--- config.mk ---
export PLATFORM = sky130hd
export DESIGN_NAME = vga_read_address_generator
export DESIGN_NICKNAME = d
export VERILOG_FILES = /design/src/rtl/vga_read_address_generator.sv
export SDC_FILE = /design/constraint.sdc
export NUM_CORES = 1
export LEC_CHECK = 0
export ABC_CLOCK_PERIOD_IN_PS = 6660
export CAP_MARGIN = 0
export CORE_MARGIN = 10
export CORE_UTILIZATION = 60
export DETAILED_ROUTE_END_ITERATION = 10
export PLACE_DENSITY = 0.81
export SETUP_SLACK_MARGIN = 0.2
export SLEW_MARGIN = 20
export SYNTH_ARGS = -nofsm -noshare
export SYNTH_HDL_FRONTEND = slang
export SYNTH_SLANG_ARGS = --single-unit
--- constraint.sdc ---
create_clock -name CLK25 -period 6.66 [get_ports CLK25]
set_input_delay 1.332 -clock CLK25 [delete_from_list [all_inputs] [get_ports CLK25]]
set_output_delay 1.332 -clock CLK25 [all_outputs]
set_load 0.01 [all_outputs]
--- src/rtl/vga_read_address_generator.sv ---
// VGA 640x480 timing plus 2x-upscaled frame-buffer read address generation.
// rd_addr is 1 clock after the counter position; rgb/hsync/vsync/blank are 3 clocks after.
module vga_read_address_generator #(
  parameter int H_ACTIVE = 640,
  parameter int H_FP     = 16,
  parameter int H_SYNC   = 96,
  parameter int H_BP     = 48,
  parameter int V_ACTIVE = 480,
  parameter int V_FP     = 10,
  parameter int V_SYNC   = 2,
  parameter int V_BP     = 33,
  parameter int IMG_W    = 320,
  parameter int IMG_H    = 240,
  parameter int ADDR_W   = 17,
  parameter int PIX_W    = 12
) (
  input  logic              CLK25,
  input  logic              rst,
  output logic [ADDR_W-1:0] rd_addr,
  input  logic [PIX_W-1:0]  pix_in,
  output logic [PIX_W-1:0]  rgb,
  output logic              hsync,
  output logic              vsync,
  output logic              blank,
  output logic              frame_start
);

  localparam int H_TOTAL = H_ACTIVE + H_FP + H_SYNC + H_BP;
  localparam int V_TOTAL = V_ACTIVE + V_FP + V_SYNC + V_BP;
  localparam int HW      = $clog2(H_TOTAL);
  localparam int VW      = $clog2(V_TOTAL);

  localparam logic [HW-1:0]     H_LAST    = HW'(H_TOTAL - 1);
  localparam logic [HW-1:0]     H_ACT     = HW'(H_ACTIVE);
  localparam logic [HW-1:0]     HS_BEG    = HW'(H_ACTIVE + H_FP);
  localparam logic [HW-1:0]     HS_END    = HW'(H_ACTIVE + H_FP + H_SYNC - 1);
  localparam logic [VW-1:0]     V_LAST    = VW'(V_TOTAL - 1);
  localparam logic [VW-1:0]     V_ACT     = VW'(V_ACTIVE);
  localparam logic [VW-1:0]     VS_BEG    = VW'(V_ACTIVE + V_FP);
  localparam logic [VW-1:0]     VS_END    = VW'(V_ACTIVE + V_FP + V_SYNC - 1);
  localparam logic [VW-2:0]     LINE_LAST = (VW-1)'(IMG_H - 1);
  localparam logic [ADDR_W-1:0] LINE_STEP = ADDR_W'(IMG_W);

  logic [HW-1:0]     h_cnt_q, h_cnt_d;
  logic [VW-1:0]     v_cnt_q, v_cnt_d;
  logic [ADDR_W-1:0] base_q, base_d;
  logic [ADDR_W-1:0] addr_q, addr_d;
  logic              h_end, v_end, active, hs_raw, vs_raw, fs_raw;

  logic [ADDR_W-1:0] rd_addr_q;
  logic              act_d1_q, hs_d1_q, vs_d1_q, fs_q;
  logic              act_d2_q, hs_d2_q, vs_d2_q;
  logic [PIX_W-1:0]  rgb_q;
  logic              hsync_q, vsync_q, blank_q;

  always_comb begin
    h_end  = (h_cnt_q == H_LAST);
    v_end  = (v_cnt_q == V_LAST);
    active = (h_cnt_q < H_ACT) && (v_cnt_q < V_ACT);
    hs_raw = !((h_cnt_q >= HS_BEG) && (h_cnt_q <= HS_END));
    vs_raw = !((v_cnt_q >= VS_BEG) && (v_cnt_q <= VS_END));
    fs_raw = (h_cnt_q == '0) && (v_cnt_q == '0);

    h_cnt_d = h_end ? '0 : h_cnt_q + HW'(1);
    v_cnt_d = v_cnt_q;
    base_d  = base_q;
    addr_d  = addr_q;
    // addr_q always holds the address of the current position: base + h/2
    if (h_end) begin
      v_cnt_d = v_end ? '0 : v_cnt_q + VW'(1);
      if (v_end) begin
        base_d = '0;
      end else if (v_cnt_q[0] && (v_cnt_q[VW-1:1] < LINE_LAST)) begin
        base_d = base_q + LINE_STEP;
      end
      addr_d = base_d;
    end else if (h_cnt_q[0] && (h_cnt_q < H_ACT)) begin
      addr_d = addr_q + ADDR_W'(1);
    end
  end

  always_ff @(posedge CLK25 or posedge rst) begin
    if (rst) begin
      h_cnt_q   <= '0;
      v_cnt_q   <= '0;
      base_q    <= '0;
      addr_q    <= '0;
      rd_addr_q <= '0;
      act_d1_q  <= 1'b0;
      hs_d1_q   <= 1'b1;
      vs_d1_q   <= 1'b1;
      fs_q      <= 1'b0;
      act_d2_q  <= 1'b0;
      hs_d2_q   <= 1'b1;
      vs_d2_q   <= 1'b1;
      rgb_q     <= '0;
      hsync_q   <= 1'b1;
      vsync_q   <= 1'b1;
      blank_q   <= 1'b1;
    end else begin
      h_cnt_q   <= h_cnt_d;
      v_cnt_q   <= v_cnt_d;
      base_q    <= base_d;
      addr_q    <= addr_d;
      rd_addr_q <= active ? addr_q : '0;
      act_d1_q  <= active;
      hs_d1_q   <= hs_raw;
      vs_d1_q   <= vs_raw;
      fs_q      <= fs_raw;
      // Second stage covers the RAM read latency so flags meet pix_in.
      act_d2_q  <= act_d1_q;
      hs_d2_q   <= hs_d1_q;
      vs_d2_q   <= vs_d1_q;
      rgb_q     <= act_d2_q ? pix_in : '0;
      hsync_q   <= hs_d2_q;
      vsync_q   <= vs_d2_q;
      blank_q   <= ~act_d2_q;
    end
  end

  assign rd_addr     = rd_addr_q;
  assign rgb         = rgb_q;
  assign hsync       = hsync_q;
  assign vsync       = vsync_q;
  assign blank       = blank_q;
  assign frame_start = fs_q;

endmodule

==> flow_metrics.env, run 1 <==
export IMPL_outcome="complete, no violations"
export IMPL_p_leak_nw=2.13
export IMPL_stdcell_area_um2=4870
export IMPL_ctsHoldBuffers=0
export IMPL_layout_nets=445
export IMPL_synth_top_cell_area_share=0.521
export IMPL_clkSinkCount=93
export IMPL_whs_ns=0.358
export IMPL_wl_mm=8.22
export IMPL_drv_cap=0
export IMPL_critPathLaunchType="flop"
export IMPL_finalSetupViolations=0
export IMPL_fin_crit_sh=0.444
export IMPL_worstPathRequired_ns=6.93
export IMPL_max_stage_delay_ns=0.95
export IMPL_path_class="flop to flop"
export IMPL_overflow=0
export IMPL_r2r_start="h_cnt_q[0]$_DFF_PP0_"
export IMPL_die_height_um=103
export IMPL_cts_buffers=9
export IMPL_post_synth_top_count_cell="dfrtp_1"
export IMPL_relSlewSlack=0.420
export IMPL_dr_pass1_iters=4
export IMPL_grt_pass1_vias=2873
export IMPL_place_area_um2=4620
export IMPL_syn_inst=385
export IMPL_worstMarginPinSlew_ns=0.867
export IMPL_drive_above_1_share=0.0837
export IMPL_end_kind="flop"
export IMPL_irDropWorstVdd_v=0.000118
export IMPL_synthesis_nets=405
export IMPL_rsz0062_at_grt="false"
export IMPL_min_path_type="flop to flop"
export IMPL_via_count=2922
export IMPL_antenna_cells=0
export IMPL_yosys_area_top_type="dfrtp_1"
export IMPL_synth_async_reset_ratio=1.00
export IMPL_ioPinCount=47
export IMPL_grt_start_max_net_pins=63
export IMPL_power_frac_comb=0.029
export IMPL_pre_cts_slack_ns=3.71
export IMPL_final_cells=510
export IMPL_critical_path_startpoint="h_cnt_q[0]$_DFF_PP0_"
export IMPL_slowest_stage="nor2_1"
export IMPL_numPortBuffers=46
export IMPL_finalHoldViolations=0
export IMPL_area_growth_pct=17.7
export IMPL_ys_flop_type="dfrtp_1"
export IMPL_min_delay_start="act_d1_q$_DFF_PP0_"
export IMPL_placed_cells=494
export IMPL_worstPathMaxFanout=20
export IMPL_grt_pass1_wl_mm=13.8
export IMPL_finalWeightedCongestion=0.872
export IMPL_power_mw=1.05
export IMPL_cts_setup_buffers=0
export IMPL_clockBufferDepth=2
export IMPL_yosys_top_cells_area="dfrtp_1, and2_1, dfstp_2, o21ai_0, xor2_1"
export IMPL_core_um2=6760
export IMPL_cts_tree="done"
export IMPL_worstPathArrival_ns=3.23
export IMPL_fin_util=0.720
export IMPL_synth_avg_cell_area_um2=10.7
export IMPL_die_x_um=103
export IMPL_antenna_found_initial=0
export IMPL_drt_initial_drc_count=177
export IMPL_yosysUniqueCellTypes=50
export IMPL_detailed_place_hpwl_mm=5.84
export IMPL_clockRootBuffer="clkbuf_8"
export IMPL_switchingPower_mw=0.203
export IMPL_synth_edff_count=0
export IMPL_drt_vias_per_instance=5.73
export IMPL_path_buf_inv=0
export IMPL_clk_latency_ns=0.36
export IMPL_drv_slew=0
export IMPL_fin_worst_skew_ns=0.00901
export IMPL_drc=0
export IMPL_antenna_left=0
export IMPL_fmax_ghz=0.338
export IMPL_power_density_nw_per_um2=215
export IMPL_yosysWarningCount=0
export IMPL_cts_resized_gates=0
export IMPL_clkPwrFrac=0.428
export IMPL_gr_usage_all_layers=0.166
export IMPL_tns_ns=0
export IMPL_p_int_mw=0.845
export IMPL_rows=30
export IMPL_cts_max_level=3
export IMPL_fin_ws_ns=3.70
export IMPL_crit_chain="ha_1 -> nand3_1 -> nand4bb_1 -> nor2_1 -> nand2_1 -> o21ai_0"
export IMPL_die_area_um2=10600
export IMPL_netlist_top_cells_count="dfrtp_1, nand2_1, and2_1"
export IMPL_seqPwrFrac=0.543
export IMPL_ys_seq_elements=93
export IMPL_wire_per_inst_um=16.1
export IMPL_finalCriticalPeriod_ns=2.96
export IMPL_cpLargestDelayFamily="simple AND/OR/NAND/NOR gates"
export IMPL_start_util=0.612
export IMPL_clk_pin_slew_worst_paths_ns=0.09
export IMPL_netlist_area_um2=4130
export IMPL_sw_frac_of_total=0.194
export IMPL_yosysSeqAreaShare=0.565
[power by group through the flow]
stage / sequential [mW] / clock (mW) / combinational, mW
finish: 0.569 / 0.448 / 0.0303
global route: 0.569 / 0.487 / 0.0340
CTS: 0.569 / 0.457 / 0.0315
detailed placement: 0.580 / 0 / 0.0313
global placement: 0.580 / 0 / 0.0311
floorplan: 0.582 / 0 / 0.0106
[metal layers]
layer | global-route usage | up-vias | share of wire
met4 | 0.0738 | 0 | 0.015
met2 | 0.265 | 93 | 0.48
li1 | - | 1418 | -
met3 | 0.0449 | 15 | 0.078
met5 | 0 | - | 0
met1 | 0.206 | 1396 | 0.43
[kinds of logic after synthesis]
logic type / after synthesis / synth area share
and+or+nand+nor: 165 / 0.225
DFF: 93 / 0.565
AOI/OAI and AO/OA: 62 / 0.0956
xor gates and xnor gates: 29 / 0.0614
buffers and inverters: 29 / 0.0324
adders and majority gates: 6 / 0.0182
muxes: 1 / 0.00242
[cell usage in the layout, fill, tap and decap left out, types with 2 or more instances in the layout]
| cell type | synthesis | final |
|---|---|---|
| a21o_1 | 2 | 2 |
| a21oi_1 | 3 | 3 |
| a31oi_1 | 5 | 5 |
| a32o_1 | 2 | 2 |
| and2_1 | 33 | 33 |
| and3_1 | 6 | 6 |
| and4_1 | 4 | 4 |
| and4bb_1 | 2 | 2 |
| buf_4 | 1 | 3 |
| bufinv_16 | 0 | 3 |
| clkbuf_8 | 0 | 10 |
| clkdlybuf4s50_1 | 0 | 46 |
| dfrtp_1 | 86 | 86 |
| dfstp_2 | 7 | 7 |
| ha_1 | 6 | 6 |
| inv_1 | 9 | 8 |
| nand2_1 | 39 | 39 |
| nand2b_1 | 2 | 2 |
| nand3_1 | 18 | 18 |
| nand4_1 | 14 | 14 |
| nor2_1 | 12 | 12 |
| nor2_2 | 3 | 3 |
| nor2b_1 | 9 | 9 |
| nor3_1 | 6 | 6 |
| nor4_1 | 4 | 4 |
| o21ai_0 | 30 | 30 |
| o22ai_1 | 6 | 6 |
| o31ai_1 | 5 | 5 |
| or3_1 | 3 | 3 |
| or4_1 | 2 | 2 |
| xnor2_1 | 12 | 12 |
| xor2_1 | 17 | 17 |
[flip-flops by register name, indices dropped and copies added, names as in the netlist, 10 cells and up]
signal	count
addr_q	17
v_cnt_q	10
rgb	12
base_q	17
h_cnt_q	10
rd_addr	17
[area by class of cell]
| class | count | area (µm²) |
|---|---|---|
| Clock buffer | 11 | 141 |
| Clock inverter | 5 | 108 |
| Fill cell | 459 | 1890 |
| Inverter | 9 | 35.0 |
| Multi-Input combinational cell | 263 | 1660 |
| Sequential cell | 93 | 2340 |
| Tap cell | 80 | 100 |
| Timing Repair Buffer | 49 | 483 |
[final timing paths]
check,to,slack [ns],depth (start not counted)
worst min register to register,act_d2_q$_DFF_PP0_,0.36,0
max in group asynchronous,addr_q[8]$_DFFE_PP0P_,4.24,3
worst max register to register,v_cnt_q[4]$_DFFE_PP0P_,3.70,6
worst max-delay path,v_cnt_q[4]$_DFFE_PP0P_,3.70,6
worst min-delay path,act_d2_q$_DFF_PP0_,0.36,0
min in group asynchronous,rd_addr[0]$_DFF_PP0_,1.31,2
(Power assumes the default switching activity.)
==> inputs of run 2 (changes only) <==
- ABC_CLOCK_PERIOD_IN_PS: 6660 -> 3000
- CORE_UTILIZATION: 60 -> 56
- PLACE_DENSITY: 0.81 -> 0.77
- clock period: 6.66 -> 3 ns (I/O delays scaled with it)
==> run 2 against run 1 <==
Against the previous run:
- core utilization shrank 4.0 points
- global-route usage fell by 0.34 points
- setup slack lost 3.1 ns
==> flow_metrics.env, run 2 (synthesis results as in run 1) <==
export IMPL_outcome="complete, no violations"
export IMPL_clk_pin_slew_worst_paths_ns=0.09
export IMPL_max_stage_delay_ns=0.55
export IMPL_via_count=2936
export IMPL_rows=31
export IMPL_start_util=0.573
export IMPL_grt_pass1_vias=2920
export IMPL_reg2reg_slack_ns=0.65
export IMPL_worstPathMaxFanout=14
export IMPL_antenna_found_initial=0
export IMPL_ioPinCount=47
export IMPL_crit_chain="nor4_2 -> and4_1 -> nand2b_1 -> o21ai_0 -> a22o_1"
export IMPL_cts_resized_gates=0
export IMPL_fin_worst_skew_ns=0.0114
export IMPL_detailed_place_hpwl_mm=6.00
export IMPL_grt_pass1_wl_mm=15.0
export IMPL_drt_initial_drc_count=197
export IMPL_grt_start_max_net_pins=94
export IMPL_die_height_um=106
export IMPL_numPortBuffers=46
export IMPL_end_kind="flop"
export IMPL_clockRootBuffer="clkbuf_8"
export IMPL_worstMarginPinSlew_ns=0.716
export IMPL_critical_path_startpoint="v_cnt_q[4]$_DFFE_PP0P_"
export IMPL_overflow=0
export IMPL_drv_slew=0
export IMPL_worstPathRequired_ns=3.25
export IMPL_p_leak_nw=2.13
export IMPL_relSlewSlack=0.523
export IMPL_drt_vias_per_instance=5.52
export IMPL_dr_pass1_iters=4
export IMPL_hold_path_end="vs_d2_q$_DFF_PP1_"
export IMPL_finalHoldViolations=0
export IMPL_antenna_left=0
export IMPL_wl_mm=8.66
export IMPL_antenna_cells=0
export IMPL_tns_ns=0
export IMPL_reg2regPathDepth=5
export IMPL_drive_above_1_share=0.0901
export IMPL_clk_latency_ns=0.36
export IMPL_finalSetupViolations=0
export IMPL_fmax_ghz=0.426
export IMPL_worstPathArrival_ns=2.60
export IMPL_cts_buffers=9
export IMPL_fillCellCount=542
export IMPL_final_common_cell="dfrtp_1"
export IMPL_ctsHoldBuffers=0
export IMPL_drc=0
export IMPL_area_growth_pct=18.7
export IMPL_layout_nets=448
export IMPL_rr_endpoint="base_q[8]$_DFFE_PP0P_"
export IMPL_path_class="flop to flop"
export IMPL_slowest_stage="and4_1"
export IMPL_cts_tree="done"
export IMPL_cts_setup_buffers=0
export IMPL_cts_max_level=3
export IMPL_min_path_type="flop to flop"
export IMPL_fin_crit_sh=0.783
export IMPL_hold_depth=0
export IMPL_drv_cap=0
export IMPL_r2r_start="v_cnt_q[4]$_DFFE_PP0P_"
export IMPL_finalWeightedCongestion=0.844
export IMPL_gr_usage_all_layers=0.162
export IMPL_power_density_nw_per_um2=463
export IMPL_irDropWorstVdd_v=0.000255
export IMPL_rsz0062_at_grt="false"
export IMPL_die_x_um=106
export IMPL_finalCriticalPeriod_ns=2.35
export IMPL_clockBufferDepth=2
export IMPL_final_cell_mix="dfrtp_1, clkdlybuf4s50_1, nand2_1, and2_1, o21ai_0"
export IMPL_fin_util=0.680
export IMPL_core_um2=7210
export IMPL_wire_per_inst_um=16.3
export IMPL_critPathLaunchType="flop"
export IMPL_min_delay_start="vs_d1_q$_DFF_PP1_"
export IMPL_die_area_um2=11200
export IMPL_clkSinkCount=93
-- run 2: cell types whose count changed in the layout (fill, tap and decap cells not counted), sizes merged --
cell / previous run / this run
buf: 3 / 6
clkinvlp: 0 / 2
bufinv: 3 / 2
inv: 9 / 8
-- run 2: layout make-up --
cell class | count | area (µm²) | share of cell area
clock inverters | 5 | 85.1 | 0.0173
clock buffers | 11 | 141 | 0.0288
repair buffers | 52 | 518 | 0.106
inverters | 9 | 37.5 | 0.00765
multi-input cells | 263 | 1660 | 0.339
flip-flops and latches | 93 | 2340 | 0.476
well taps | 99 | 124 | 0.0252
-- run 2: worst max path at each step --
stage | cells past startpoint | end | slack (ns)
detailed placement | 5 | base_q[8]$_DFFE_PP0P_ | 0.67
finish | 5 | base_q[8]$_DFFE_PP0P_ | 0.65
floorplan | 6 | addr_q[16]$_DFFE_PP0P_ | 1.20
global route | 6 | addr_q[16]$_DFFE_PP0P_ | 0.42
global placement | 5 | base_q[8]$_DFFE_PP0P_ | 0.69
CTS | 5 | base_q[8]$_DFFE_PP0P_ | 0.64
-- run 2: critical path: cells and delay by family (launching register included) --
family             cells  cell delay (ns)
AOI/OAI and AO/OA      2             0.41
DFF                    1             0.49
and+or+nand+nor        3             1.34
-- run 2: metal layers --
metal | vias up | routed length [µm] | track usage | part of all wire
met5 | - | 0 | 0 | 0
met4 | 0 | 125 | 0.0580 | 0.014
met3 | 12 | 414 | 0.0332 | 0.048
met2 | 78 | 3910 | 0.247 | 0.45
met1 | 1422 | 4210 | 0.225 | 0.49
li1 | 1424 | - | - | -
-- run 2: metrics by stage --
step | hold WS, ns | setup slack, ns | total power, mW | cells | instance area (µm²)
floorplan | 0.331 | 1.20 | 1.32 | 385 | 4140
global placement | 0.335 | 0.689 | 1.36 | 516 | 4680
detailed placement | 0.340 | 0.669 | 1.36 | 516 | 4680
CTS | 0.359 | 0.645 | 2.28 | 532 | 4910
global route | 0.363 | 0.416 | 2.35 | 532 | 4910
finish | 0.359 | 0.650 | 2.27 | 532 | 4910
-- run 2: report_power, final --
group | switching [mW] | internal [mW]
Sequential | 0.00184 | 1.26
Clock | 0.442 | 0.495
Combinational | 0.0358 | 0.0354
==> inputs of run 3 (changes only) <==
- ABC_CLOCK_PERIOD_IN_PS: 3000 -> 2460
- clock period: 3 -> 2.46 ns (I/O delays scaled with it)
==> run 3 against run 2 <==
Against the previous run:
- cell count up 0.38%
- clock skew shrank 0.0053 ns
- combinational power increased by 20%
- setup slack worse by 0.26 ns
- die area unchanged
- global-route usage is 0.79 points lower
- critical path depth increased by 1
- sequential share of layout area decreased by 0.097 points
- first-iteration DRC count down 21%
- fmax increased by 14%
- critical endpoint is now addr_q[16]$_DFFE_PP0P_
==> flow_metrics.env, run 3 (synthesis results as in run 1) <==
export IMPL_ioPinCount=47
export IMPL_finalSetupViolations=0
export IMPL_worstPathRequired_ns=2.76
export IMPL_grt_pass1_vias=2918
export IMPL_layout_nets=450
export IMPL_path_class="flop to flop"
export IMPL_finalHoldViolations=0
export IMPL_slowest_stage="dfrtp_1"
export IMPL_drv_cap=0
export IMPL_reg2reg_slack_ns=0.39
export IMPL_die_area_um2=11200
export IMPL_reg2regPathDepth=6
export IMPL_power_density_nw_per_um2=542
export IMPL_cts_tree="done"
export IMPL_worstMarginPinSlew_ns=0.574
export IMPL_cts_max_level=3
export IMPL_critPathLaunchType="flop"
export IMPL_power_frac_comb=0.032
export IMPL_fin_ws_ns=0.393
export IMPL_dr_pass1_iters=4
export IMPL_end_kind="flop"
export IMPL_clkSinkCount=93
export IMPL_relSlewSlack=0.618
export IMPL_via_count=2968
export IMPL_tns_ns=0
export IMPL_rows=31
export IMPL_cts_setup_buffers=0
export IMPL_ctsHoldBuffers=0
export IMPL_final_common_cell="dfrtp_1"
export IMPL_clockBufferDepth=2
export IMPL_wl_mm=8.29
export IMPL_cts_buffers=9
export IMPL_grt_start_max_net_pins=94
export IMPL_sw_frac_of_total=0.224
export IMPL_p_leak_nw=2.13
export IMPL_die_height_um=106
export IMPL_clk_pin_slew_worst_paths_ns=0.09
export IMPL_clockRootBuffer="clkbuf_8"
export IMPL_rsz0062_at_grt="false"
export IMPL_drc=0
export IMPL_grt_pass1_wl_mm=14.1
export IMPL_antenna_found_initial=0
export IMPL_seqPwrFrac=0.578
export IMPL_drt_vias_per_instance=5.56
export IMPL_crit_chain="ha_1 -> nand3_1 -> and4bb_1 -> nand2b_2 -> or3_1 -> nand4_1"
export IMPL_max_stage_delay_ns=0.44
export IMPL_irDropWorstVdd_v=0.000320
export IMPL_drive_above_1_share=0.0989
export IMPL_min_path_type="flop to flop"
export IMPL_core_um2=7210
export IMPL_hold_depth=0
export IMPL_finalCriticalPeriod_ns=2.07
export IMPL_fmax_ghz=0.484
export IMPL_switchingPower_mw=0.597
export IMPL_overflow=0
export IMPL_outcome="complete, no violations"
export IMPL_clkPwrFrac=0.390
export IMPL_worstPathArrival_ns=2.36
export IMPL_worstPathMaxFanout=12
export IMPL_die_x_um=106
export IMPL_numPortBuffers=46
export IMPL_fin_worst_skew_ns=0.00604
export IMPL_fin_crit_sh=0.840
export IMPL_detailed_place_hpwl_mm=5.83
export IMPL_final_cell_mix="dfrtp_1, clkdlybuf4s50_1, nand2_1, and2_1, o21ai_0"
export IMPL_drt_initial_drc_count=156
export IMPL_clk_latency_ns=0.36
export IMPL_wire_per_inst_um=15.5
export IMPL_antenna_left=0
export IMPL_crit_end="addr_q[16]$_DFFE_PP0P_"
export IMPL_drv_slew=0
export IMPL_critical_path_startpoint="h_cnt_q[0]$_DFF_PP0_"
export IMPL_start_util=0.573
export IMPL_antenna_cells=0
export IMPL_p_int_mw=2.07
export IMPL_r2r_start="h_cnt_q[0]$_DFF_PP0_"
export IMPL_gr_usage_all_layers=0.154
export IMPL_area_growth_pct=18.9
export IMPL_finalWeightedCongestion=0.842
export IMPL_rr_endpoint="addr_q[16]$_DFFE_PP0P_"
export IMPL_pre_cts_slack_ns=0.296
==> run 3: cell count changes in the layout (fill, tap and decap cells not counted), sizes merged <==
cell,before,now
inv,8,11
bufinv,2,1
clkinv,2,1
clkinvlp,2,3
buf,6,8
clkbuf,11,9
==> run 3: routing by layer <==
metal	part of all wire	GRT usage
met2	0.44	0.230
met4	0.015	0.0696
met5	0	0
met3	0.072	0.0447
met1	0.47	0.205
==> run 3: worst min path at each step <==
| stage | slack [ns] | to | from |
|---|---|---|---|
| 4_1_cts | 0.36 | act_d2_q$_DFF_PP0_ | act_d1_q$_DFF_PP0_ |
| 6_report | 0.35 | act_d2_q$_DFF_PP0_ | act_d1_q$_DFF_PP0_ |
| 5_1_grt | 0.37 | hs_d2_q$_DFF_PP1_ | hs_d1_q$_DFF_PP1_ |
| 3_3_place_gp | 0.34 | act_d2_q$_DFF_PP0_ | act_d1_q$_DFF_PP0_ |
| 3_5_place_dp | 0.34 | act_d2_q$_DFF_PP0_ | act_d1_q$_DFF_PP0_ |
| 2_1_floorplan | 0.33 | act_d2_q$_DFF_PP0_ | act_d1_q$_DFF_PP0_ |
==> run 3: per-stage QoR <==
step	utilization	cell area, µm²	hold slack, ns	total power, mW	std cells
6_report	0.681	4920	0.354	2.66	534
3_3_place_gp	0.652	4710	0.335	1.66	518
4_1_cts	0.681	4910	0.357	2.69	534
2_1_floorplan	-	4140	0.331	1.61	385
5_1_grt	0.681	4920	0.369	2.77	534
3_5_place_dp	0.652	4710	0.336	1.66	518
==> run 3: critical path, delay by kind of cell, from the launching register on <==
family                   cells  cell delay, ns
adder cells (fa/ha/maj)      1            0.23
flip-flops                   1            0.44
AND/OR/NAND/NOR              5            1.34
==> run 3: cell type report <==
class / instances / area, µm²
clock buffers: 9 / 124
repair buffers: 54 / 546
well taps: 99 / 124
inverters: 9 / 37.5
multi-input cells: 263 / 1670
flip-flops and latches: 93 / 2340
clock inverters: 7 / 82.6
fillers: 558 / 2300
==> run 3: repair_timing <==
item                                   in CTS  in global routing
endpoints found under the hold margin       0                  0
setup endpoints to repair                   0                  6
resized for setup                           0                  1
==> run 3: power by group through the flow <==
stage | Sequential, mW | Combinational, mW | Clock (mW)
after CTS | 1.54 | 0.0887 | 1.06
after floorplan | 1.58 | 0.0291 | 0
final | 1.54 | 0.0851 | 1.04
after global placement | 1.57 | 0.0875 | 0
after detailed placement | 1.57 | 0.0882 | 0
after global routing | 1.54 | 0.0947 | 1.13
